## config.mk

```make
export PLATFORM = sky130hd
export DESIGN_NAME = tpu_controller_flat
export DESIGN_NICKNAME = d
export VERILOG_FILES = /design/src/rtl/tpu_controller_if.sv /design/src/rtl/tpu_controller.sv /design/src/flat_wrapper.sv
export SDC_FILE = /design/constraint.sdc
export NUM_CORES = 1
export LEC_CHECK = 0
export ABC_AREA = 1
export CAP_MARGIN = 20
export CELL_PAD_IN_SITES_DETAIL_PLACEMENT = 1
export CELL_PAD_IN_SITES_GLOBAL_PLACEMENT = 1
export CORE_MARGIN = 2
export CORE_UTILIZATION = 50
export DETAILED_ROUTE_END_ITERATION = 7
export DONT_BUFFER_PORTS = 1
export PLACE_DENSITY = 0.83
export SYNTH_ARGS = -nofsm -noshare
export SYNTH_HDL_FRONTEND = slang
export SYNTH_SLANG_ARGS = --single-unit
```

## constraint.sdc

```tcl
create_clock -name clk -period 2.7 [get_ports clk]
set_input_delay 0.27 -clock clk [delete_from_list [all_inputs] [get_ports clk]]
set_output_delay 0.27 -clock clk [all_outputs]
set_load 0.05 [all_outputs]
```

## src/rtl/tpu_controller_if.sv

```systemverilog
// Instruction and unit-control bundle between the TPU controller and its datapath.
interface tpu_controller_if;
  logic [31:0] instr_data;
  logic        sys_busy;
  logic        vpu_busy;
  logic        dma_busy;
  logic        wt_busy;
  logic        pc_cnt;
  logic        ir_ld;
  logic        sys_start;
  logic        vpu_start;
  logic        dma_start;
  logic        ub_rd_en;
  logic        ub_wr_en;
  logic [8:0]  ub_rd_addr;
  logic [8:0]  ub_wr_addr;
  logic        ub_buf_sel;
  logic        acc_buf_sel;
  logic        wt_buf_sel;
  logic        pipeline_stall;
  logic [1:0]  current_stage;

  // Controller side
  modport master (
    input  instr_data, sys_busy, vpu_busy, dma_busy, wt_busy,
    output pc_cnt, ir_ld, sys_start, vpu_start, dma_start,
           ub_rd_en, ub_wr_en, ub_rd_addr, ub_wr_addr,
           ub_buf_sel, acc_buf_sel, wt_buf_sel,
           pipeline_stall, current_stage
  );

  // Datapath / program-memory side
  modport slave (
    output instr_data, sys_busy, vpu_busy, dma_busy, wt_busy,
    input  pc_cnt, ir_ld, sys_start, vpu_start, dma_start,
           ub_rd_en, ub_wr_en, ub_rd_addr, ub_wr_addr,
           ub_buf_sel, acc_buf_sel, wt_buf_sel,
           pipeline_stall, current_stage
  );
endinterface

```

## src/rtl/tpu_controller.sv

```systemverilog
// TPU instruction sequencer: fetch/decode/execute with hazard stall and
// double-buffer select management.
module tpu_controller (
  input  logic             clk,
  input  logic             rst,
  tpu_controller_if.master bus
);

  typedef enum logic [1:0] {
    ST_FETCH   = 2'b00,
    ST_DECODE  = 2'b01,
    ST_EXECUTE = 2'b10,
    ST_WAIT    = 2'b11
  } stage_t;

  typedef enum logic [5:0] {
    OP_NOP       = 6'h00,
    OP_RD_HOST   = 6'h01,
    OP_WR_HOST   = 6'h02,
    OP_RD_WEIGHT = 6'h03,
    OP_MATMUL    = 6'h10,
    OP_RELU      = 6'h18,
    OP_SYNC      = 6'h30
  } opcode_t;

  stage_t      stage_q, stage_d;
  logic [31:0] ir_q, ir_d;
  logic        ub_sel_q, ub_sel_d;
  logic        acc_sel_q, acc_sel_d;
  logic        wt_sel_q, wt_sel_d;

  logic [5:0]  opcode;
  logic [7:0]  arg1;
  logic [7:0]  arg2;
  logic [7:0]  arg3;
  logic        hazard;

  // Flag bits ir_q[1:0] are reserved and deliberately not decoded.
  assign opcode = ir_q[31:26];
  assign arg1   = ir_q[25:18];
  assign arg2   = ir_q[17:10];
  assign arg3   = ir_q[9:2];

  // State, instruction register and buffer selects
  always_ff @(posedge clk or posedge rst) begin
    if (rst) begin
      stage_q   <= ST_FETCH;
      ir_q      <= '0;
      ub_sel_q  <= 1'b0;
      acc_sel_q <= 1'b0;
      wt_sel_q  <= 1'b0;
    end else begin
      stage_q   <= stage_d;
      ir_q      <= ir_d;
      ub_sel_q  <= ub_sel_d;
      acc_sel_q <= acc_sel_d;
      wt_sel_q  <= wt_sel_d;
    end
  end

  // Hazard for the instruction held in IR
  always_comb begin
    hazard = 1'b0;
    case (opcode)
      OP_RD_HOST,
      OP_WR_HOST:   hazard = bus.dma_busy;
      OP_RD_WEIGHT: hazard = bus.wt_busy | bus.dma_busy;
      OP_MATMUL:    hazard = bus.sys_busy;
      OP_RELU:      hazard = bus.vpu_busy;
      OP_SYNC:      hazard = (arg1[0] & bus.sys_busy) | (arg1[1] & bus.vpu_busy) |
                             (arg1[2] & bus.dma_busy) | (arg1[3] & bus.wt_busy);
      default:      hazard = 1'b0;
    endcase
  end

  // Next-stage logic and per-stage control decode
  always_comb begin
    stage_d            = stage_q;
    ir_d               = ir_q;
    ub_sel_d           = ub_sel_q;
    acc_sel_d          = acc_sel_q;
    wt_sel_d           = wt_sel_q;
    bus.pc_cnt         = 1'b0;
    bus.ir_ld          = 1'b0;
    bus.sys_start      = 1'b0;
    bus.vpu_start      = 1'b0;
    bus.dma_start      = 1'b0;
    bus.ub_rd_en       = 1'b0;
    bus.ub_wr_en       = 1'b0;
    bus.pipeline_stall = 1'b0;
    case (stage_q)
      ST_FETCH: begin
        bus.ir_ld  = 1'b1;
        bus.pc_cnt = 1'b1;
        ir_d       = bus.instr_data;
        stage_d    = ST_DECODE;
      end
      ST_DECODE: begin
        stage_d = hazard ? ST_WAIT : ST_EXECUTE;
      end
      ST_WAIT: begin
        bus.pipeline_stall = 1'b1;
        if (!hazard) stage_d = ST_EXECUTE;
      end
      ST_EXECUTE: begin
        stage_d = ST_FETCH;
        case (opcode)
          OP_RD_HOST:   bus.dma_start = 1'b1;
          OP_WR_HOST: begin
            bus.dma_start = 1'b1;
            bus.ub_rd_en  = 1'b1;
          end
          OP_RD_WEIGHT: bus.dma_start = 1'b1;
          OP_MATMUL: begin
            bus.sys_start = 1'b1;
            bus.ub_rd_en  = 1'b1;
          end
          OP_RELU: begin
            bus.vpu_start = 1'b1;
            bus.ub_wr_en  = 1'b1;
          end
          OP_SYNC: begin
            ub_sel_d  = ub_sel_q  ^ arg3[0];
            acc_sel_d = acc_sel_q ^ arg3[1];
            wt_sel_d  = wt_sel_q  ^ arg3[2];
          end
          default: ;
        endcase
      end
      default: stage_d = ST_FETCH;
    endcase
  end

  // Continuous address and status outputs
  always_comb begin
    bus.ub_rd_addr    = {ub_sel_q, arg1};
    bus.ub_wr_addr    = {ub_sel_q, arg2};
    bus.ub_buf_sel    = ub_sel_q;
    bus.acc_buf_sel   = acc_sel_q;
    bus.wt_buf_sel    = wt_sel_q;
    bus.current_stage = stage_q;
  end

endmodule

```

## src/flat_wrapper.sv

```systemverilog
// flat-port wrapper written by rule: the top's interface ports become plain ports
module tpu_controller_flat 
  (clk, rst, bus_instr_data, bus_sys_busy, bus_vpu_busy, bus_dma_busy, bus_wt_busy, bus_pc_cnt, bus_ir_ld, bus_sys_start, bus_vpu_start, bus_dma_start, bus_ub_rd_en, bus_ub_wr_en, bus_ub_rd_addr, bus_ub_wr_addr, bus_ub_buf_sel, bus_acc_buf_sel, bus_wt_buf_sel, bus_pipeline_stall, bus_current_stage);
  tpu_controller_if bus_i ();
  input  logic clk;
  input  logic rst;
  input wire logic [$bits(bus_i.instr_data)-1:0] bus_instr_data;
  input wire logic [$bits(bus_i.sys_busy)-1:0] bus_sys_busy;
  input wire logic [$bits(bus_i.vpu_busy)-1:0] bus_vpu_busy;
  input wire logic [$bits(bus_i.dma_busy)-1:0] bus_dma_busy;
  input wire logic [$bits(bus_i.wt_busy)-1:0] bus_wt_busy;
  output wire logic [$bits(bus_i.pc_cnt)-1:0] bus_pc_cnt;
  output wire logic [$bits(bus_i.ir_ld)-1:0] bus_ir_ld;
  output wire logic [$bits(bus_i.sys_start)-1:0] bus_sys_start;
  output wire logic [$bits(bus_i.vpu_start)-1:0] bus_vpu_start;
  output wire logic [$bits(bus_i.dma_start)-1:0] bus_dma_start;
  output wire logic [$bits(bus_i.ub_rd_en)-1:0] bus_ub_rd_en;
  output wire logic [$bits(bus_i.ub_wr_en)-1:0] bus_ub_wr_en;
  output wire logic [$bits(bus_i.ub_rd_addr)-1:0] bus_ub_rd_addr;
  output wire logic [$bits(bus_i.ub_wr_addr)-1:0] bus_ub_wr_addr;
  output wire logic [$bits(bus_i.ub_buf_sel)-1:0] bus_ub_buf_sel;
  output wire logic [$bits(bus_i.acc_buf_sel)-1:0] bus_acc_buf_sel;
  output wire logic [$bits(bus_i.wt_buf_sel)-1:0] bus_wt_buf_sel;
  output wire logic [$bits(bus_i.pipeline_stall)-1:0] bus_pipeline_stall;
  output wire logic [$bits(bus_i.current_stage)-1:0] bus_current_stage;
  assign bus_i.instr_data = bus_instr_data;
  assign bus_i.sys_busy = bus_sys_busy;
  assign bus_i.vpu_busy = bus_vpu_busy;
  assign bus_i.dma_busy = bus_dma_busy;
  assign bus_i.wt_busy = bus_wt_busy;
  assign bus_pc_cnt = bus_i.pc_cnt;
  assign bus_ir_ld = bus_i.ir_ld;
  assign bus_sys_start = bus_i.sys_start;
  assign bus_vpu_start = bus_i.vpu_start;
  assign bus_dma_start = bus_i.dma_start;
  assign bus_ub_rd_en = bus_i.ub_rd_en;
  assign bus_ub_wr_en = bus_i.ub_wr_en;
  assign bus_ub_rd_addr = bus_i.ub_rd_addr;
  assign bus_ub_wr_addr = bus_i.ub_wr_addr;
  assign bus_ub_buf_sel = bus_i.ub_buf_sel;
  assign bus_acc_buf_sel = bus_i.acc_buf_sel;
  assign bus_wt_buf_sel = bus_i.wt_buf_sel;
  assign bus_pipeline_stall = bus_i.pipeline_stall;
  assign bus_current_stage = bus_i.current_stage;
  tpu_controller u_core (.clk(clk), .rst(rst), .bus(bus_i));
endmodule
```

# Yosys cells after proc, flatten, opt, wreduce, memory -nomap -nowiden
# Cells that the tools add are included.
totals:
  romBits: 0
  word_cells: 45
  inputBits: 38
  mem_bits_rw: 0
  out_inout_bits: 31
  latch_bits: 0
  n_memories: 0
  ff_bits: 37
classes:
  shift: 0
  reduce_logical: 5
  eq_ne: 10
  n_addsub: 0
  n_lt_le_gt_ge: 0
  n_bitwise: 11
  div_mod_pow: 0
  n_mul: 0
  mux: 14
op_table:
  columns: ["op", "count"]
  rows:
  - ["$eq A6 B2 Y1 const B", 2]
  - ["$eq A6 B5 Y1 const B", 2]
  - ["$mux W1", 11]
  - ["$pmux W2 S4", 1]
  - ["$eq A6 B1 Y1 const B", 1]
  - ["$eq A6 B6 Y1 const B", 1]
  - ["$pmux W1 S5", 1]
  - ["$and A1 B1 Y1", 4]
  - ["$eq A2 B2 Y1 const B", 2]
  - ["$or A1 B1 Y1", 4]
  - ["$reduce_or A2 Y1", 2]
  - ["$reduce_or A3 Y1", 1]
  - ["$xor A1 B1 Y1", 3]
  - ["$eq A2 B1 Y1 const B", 1]
  - ["$logic_not A2 Y1", 1]
  - ["$mux W2", 1]
  - ["$ne A2 B2 Y1 const B", 1]
  - ["$reduce_and A2 Y1", 1]

# Depth between registers and ports, before layout
# Gate-level depths: netlist of run 1.
logic_depth:
  depth_word: 7
  ltp_mapped: 8
  ltp_nobuf: 8

# Worst setup path before layout of run 1
# Ideal clock, no wire load.
synth_timing:
  kind: "register to output"
  start: "reg u_core.stage_q[1], in the netlist u_core.bus.current_stage[1]"
  end: "out bus_vpu_start"
  required_ns: 2.430
  arrival_time_ns: 2.124
  path_slack_ns: 0.306
  path_buffers: 1
  stages_incl_launch_ff: 6
  path_cell_list: "dfrtp_1 inv_1 nor2_1 inv_1 nor2_1 buf_4"
synth_via:
  elab_chain_len: 2
synth_lines:
  columns: ["element", "line", "text"]
  rows:
  - ["start: declaration", "tpu_controller.sv:26", "stage_t stage_q, stage_d;"]
  - ["start signal: assignment", "tpu_controller.sv:53", "stage_q <= stage_d;"]
  - ["$eq A2 B2 Y1", null, null]
  - ["$mux W1", null, null]
  - ["end: declaration", "flat_wrapper.sv:15", "output wire logic [$bits(bus_i.vpu_start)-1:0] bus_vpu_start;"]
# Every way passes these cells.

# Final worst setup path of run 1
# Ends and elaborated chain as after synthesis.

==> results of run 1 <==
## registers in the layout, summed over array words and instances, names as in the netlist
signal                    flops
u_core.bus.current_stage      2
u_core.bus.wt_buf_sel         1
u_core.bus.ub_buf_sel         1
u_core.bus.acc_buf_sel        1
u_core.ir_q                  25
## cell families after synthesis
group / count (synthesis) / share of synthesized area
and+or+nand+nor: 43 / 0.132
buffers and inverters: 37 / 0.152
DFF: 30 / 0.482
muxes: 21 / 0.202
AOI/OAI and AO/OA: 5 / 0.0160
xor gates and xnor gates: 3 / 0.0169
## worst max-delay path, stage by stage (launching register included)
cell and delay (ns):
dfrtp_1 0.74, inv_1 0.09, nor2_1 0.33, inv_1 0.17, nor2_2 0.14, buf_4 0.29
## synth_stat cells (all sizes together)
cell	number
nand4	3
nand3	7
buf	23
o21ai	4
nor2	17
xnor2	3
a21oi	1
clkbuf	1
mux2	21
nand2	16
inv	13
dfrtp	30
## per-stage QoR
step	hold WS [ns]	worst slack, ns
6_report	0.0755	0.356
3_5_place_dp	0.245	0.691
5_1_grt	0.0522	0.138
2_1_floorplan	0.361	0.306
3_3_place_gp	0.395	0.720
4_1_cts	0.0626	0.334
## routing by layer
metal | vias to the layer above | wire length (um)
met5 | - | 0
met4 | 0 | 51
met3 | 5 | 165
met2 | 32 | 1700
met1 | 444 | 1180
li1 | 412 | -
## final cells by class
class / instances / area [sq um]
inverter: 13 / 48.8
tap: 33 / 41.3
timing repair buffer: 10 / 110
clock buffer: 7 / 45.0
multi-input combinational: 72 / 574
sequential: 30 / 751
fill: 327 / 1430
## worst max path at each step
| stage | end | slack (ns) | cells after the start |
|---|---|---|---|
| final | bus_vpu_start | 0.36 | 5 |
| after detailed placement | bus_vpu_start | 0.69 | 5 |
| after global placement | bus_vpu_start | 0.72 | 5 |
| after CTS | bus_vpu_start | 0.33 | 5 |
| after global routing | bus_vpu_start | 0.14 | 5 |
| after floorplan | bus_vpu_start | 0.31 | 5 |
==> impl_results.md, run 1 <==
- R2R cell count: 3
- Met2 Use GR: 0.332
- M1 GR Usage: 0.233
- Worst slew pin tran: 0.659 ns
- Area Growth Syn to Fin: 0.723%
- Core Box Area: 3000 sq um
- Final hold violation count: 0
- Top Ports: 69
- Worst Hold Class: in2reg
- Global route overflow: 0
- DR vias: 893
- Reg2reg setup slack: 0.86 ns
- Top post-synthesis cells by area: dfrtp_1 (48%), mux2_4 (20%), buf_4 (9.6%)
- #FFs+latches synth: 30
- WP data required: 2.43 ns
- RSZ-0062 raised after global routing: false
- Finished Layout Cells: 165
- Max-slew headroom at the worst pin: 0.560
- Max-cap violations: 0
- Final Core Density: 0.523
- Final Cycle Share: 0.868
- Setup TNS: 0 ns
- F_max: 427 MHz
- Number of buffers created by CTS: 5
- Clk sink count: 30
- Crit path arrival time: 2.07 ns
- CTS tree: done
- Netlist cell types: 16
- CP Class: reg2out
- Drt pass-1 iters: 3
- Cell Area, Placed: 1520 sq um
- Initial Util: 0.519
- Placed Cells: 157
- Final Max Slew Viols: 0
- FF-to-FF End: u_core.ir_q[17]
- Die Width: 59.8 um
- Register area share after synthesis: 0.482
- Status: finished clean
- Hold Crit Start: bus_instr_data[27]
- Cells after Synth: 139
- Finished Cell Area: 1570 sq um
- WL/cell: 18.8 um
- Yosys top cell area share: 0.482
- Dpl hpwl: 2470 um
- Worst skew pair latency: 0.31 ns
- N_diodes: 0
- Worst setup path start: u_core.bus.current_stage[1]
- IO Port Bufs: 0
- Mapped Nets: 177
- DRC viols: 0
- CP Max Fanout: 5
- Crit. End Element: primary output
- Vias in the first global route: 980
- Root Buffer: clkbuf_4
- Gr usage total: 0.197
- Clk_skew: 0.00619 ns
- CTS max path bufs: 2
- Nets: 170
- DRT antenna net count: 0
- Yosys warns: 0
- Total Routed Length: 3100 um
- Met3 GRT Util: 0.0476
- Clock slew at reported path FFs: 0.09 ns
- Most common cell after layout, fill and taps aside: dfrtp_1
- H-tree Lvls: 2
- Post-Syn Area: 1560 sq um
- Die H: 59.8 um
- Most frequent cells in the layout: dfrtp_1 (30), mux2_4 (21), nand2_1 (15)
- Most Crowded Layer GR: met2
- Initial antenna violation count: 0
- Initial DRC count: 26
- First-pass GRT wire length: 4990 um
- Share of cells above drive strength 1: 0.311
- Largest net degree at the start of global routing: 19
- GPL Wtd Cong: 0.744
- Cts hold-fix bufs: 1
- Startpoint of the worst register-to-register path: u_core.bus.current_stage[0]
- Vias/cell: 5.41
- # setup viols final: 0
- Post-synth top area cell: dfrtp_1
- Hold Path Sink: u_core.ir_q[27]
- Postcts setup bufs: 0
- Hold Path Depth: 2
- Crit path time final: 2.34 ns
- Avg Cell Area, Syn: 11.2 sq um
- Die ar.: 3580 sq um
- Post-CTS sizing: 0
- # rows: 20
- Setup crit start kind: register
Power of run 1 is left out: the tool's default activity adds up to more than one toggle a clock period on the data nets, which glitch-free logic cannot reach.
==> run 2, diff against run 1 <==
==> constraint.sdc (replaced) <==
create_clock -name clk -period 2.7 [get_ports clk]
set_input_delay 0.54 -clock clk [delete_from_list [all_inputs] [get_ports clk]]
set_output_delay 0.54 -clock clk [all_outputs]
set_load 0.05 [all_outputs]
==> run 2 against run 1 <==
Effect of this change: register-to-register slack improved by 0.35 ns; final area decreased by 1.9%; critical path depth is 1 higher; global-route usage decreased by 1.1 points; via count down 1.5%; critical endpoint is now bus_ub_rd_en.
==> impl_results.md, run 2 (synthesis results as in run 1) <==
- Status: finished clean
- Initial Util: 0.519
- CP Max Fanout: 4
- Crit path arrival time: 1.65 ns
- Initial DRC count: 33
- Global route overflow: 0
- Most frequent cells in the layout: dfrtp_1 (30), mux2_4 (21), nand2_1 (15)
- Share of cells above drive strength 1: 0.313
- Top Ports: 69
- # rows: 20
- Max-cap violations: 0
- Number of buffers created by CTS: 5
- Most common cell after layout, fill and taps aside: dfrtp_1
- GPL Wtd Cong: 0.763
- WP data required: 2.16 ns
- Clk_skew: 0.00603 ns
- Vias/cell: 5.37
- DR vias: 880
- Worst slew pin tran: 0.520 ns
- Final hold violation count: 0
- RSZ-0062 raised after global routing: false
- H-tree Lvls: 2
- Initial antenna violation count: 0
- Die ar.: 3580 sq um
- CP Class: reg2out
- Clock slew at reported path FFs: 0.09 ns
- Postcts setup bufs: 0
- Die Width: 59.8 um
- Crit path time final: 2.19 ns
- Dpl hpwl: 2260 um
- Crit. End Element: primary output
- Max reg flops: 25
- CTS tree: done
- # setup viols final: 0
- Die H: 59.8 um
- Gr usage total: 0.186
- Area Growth Syn to Fin: -1.20%
- DRT antenna net count: 0
- WHS: 0.172 ns
- Total Routed Length: 3020 um
- Root Buffer: clkbuf_4
- Nets: 169
- Post-CTS sizing: 0
- Reg with most FFs: u_core.ir_q
- CTS max path bufs: 2
- Worst Hold Class: in2async
- Setup crit start kind: register
- WL/cell: 18.4 um
- N_diodes: 0
- Cts hold-fix bufs: 0
- Max-slew headroom at the worst pin: 0.653
- Setup slack after layout: 0.509 ns
- Clk sink count: 30
- Final Cycle Share: 0.811
- Pre-CTS WS: 0.861 ns
- F_max: 456 MHz
- Largest net degree at the start of global routing: 32
- Setup TNS: 0 ns
- Worst skew pair latency: 0.32 ns
- Drt pass-1 iters: 3
- IO Port Bufs: 0
- First-pass GRT wire length: 4650 um
- Vias in the first global route: 933
- DRC viols: 0
- Final Max Slew Viols: 0
- Core Box Area: 3000 sq um
## run 2: changes by cell type in the layout (fill, tap and decap cells not counted), sizes merged
| cell | delta |
|---|---|
| dlygate4sd3 | -1 |
## run 2: through the flow
| stage | area (sq um) | std cells | util |
|---|---|---|---|
| after floorplan | 1560 | 139 | - |
| after CTS | 1540 | 164 | 0.513 |
| after global routing | 1540 | 164 | 0.513 |
| final | 1540 | 164 | 0.513 |
| after global placement | 1500 | 157 | 0.498 |
| after detailed placement | 1500 | 157 | 0.498 |
## run 2: layer usage
layer	share of wire	up-vias	track usage
met5	0	-	0
met2	0.52	37	0.301
met3	0.059	7	0.0801
li1	-	408	-
met1	0.40	428	0.212
met4	0.022	0	0.0857
## run 2: cell type report
| class | count | area (sq um) |
|---|---|---|
| flip-flops and latches | 30 | 751 |
| inverters | 13 | 48.8 |
| fillers | 329 | 1460 |
| well taps | 33 | 41.3 |
| multi-input cells | 72 | 574 |
| repair buffers | 9 | 80.1 |
| clock buffers | 7 | 45.0 |
## run 2: path summary, 6_finish.rpt
| kind | endpoint | start | cells after the start | slack (ns) |
|---|---|---|---|---|
| setup / recovery | bus_ub_rd_en | u_core.ir_q[27] | 6 | 0.51 |
| hold / removal | u_core.ir_q[10] | rst | 2 | 0.17 |
| setup reg to reg | u_core.ir_q[14] | u_core.bus.current_stage[0] | 4 | 1.21 |
| hold reg to reg | u_core.bus.ub_buf_sel | u_core.bus.ub_buf_sel | 1 | 0.48 |
| max in group asynchronous | u_core.ir_q[21] | rst | 2 | 2.26 |
| min in group clk | u_core.ir_q[30] | bus_instr_data[30] | 2 | 0.34 |
## run 2: worst max-delay path, cell delays in order (launching register included)
cell and delay (ns):
dfrtp_1 0.44, nor2_2 0.19, nand2_2 0.10, nor2_1 0.18, inv_1 0.08, a21oi_1 0.13, buf_4 0.21
Power of run 2 is left out for the same reason.
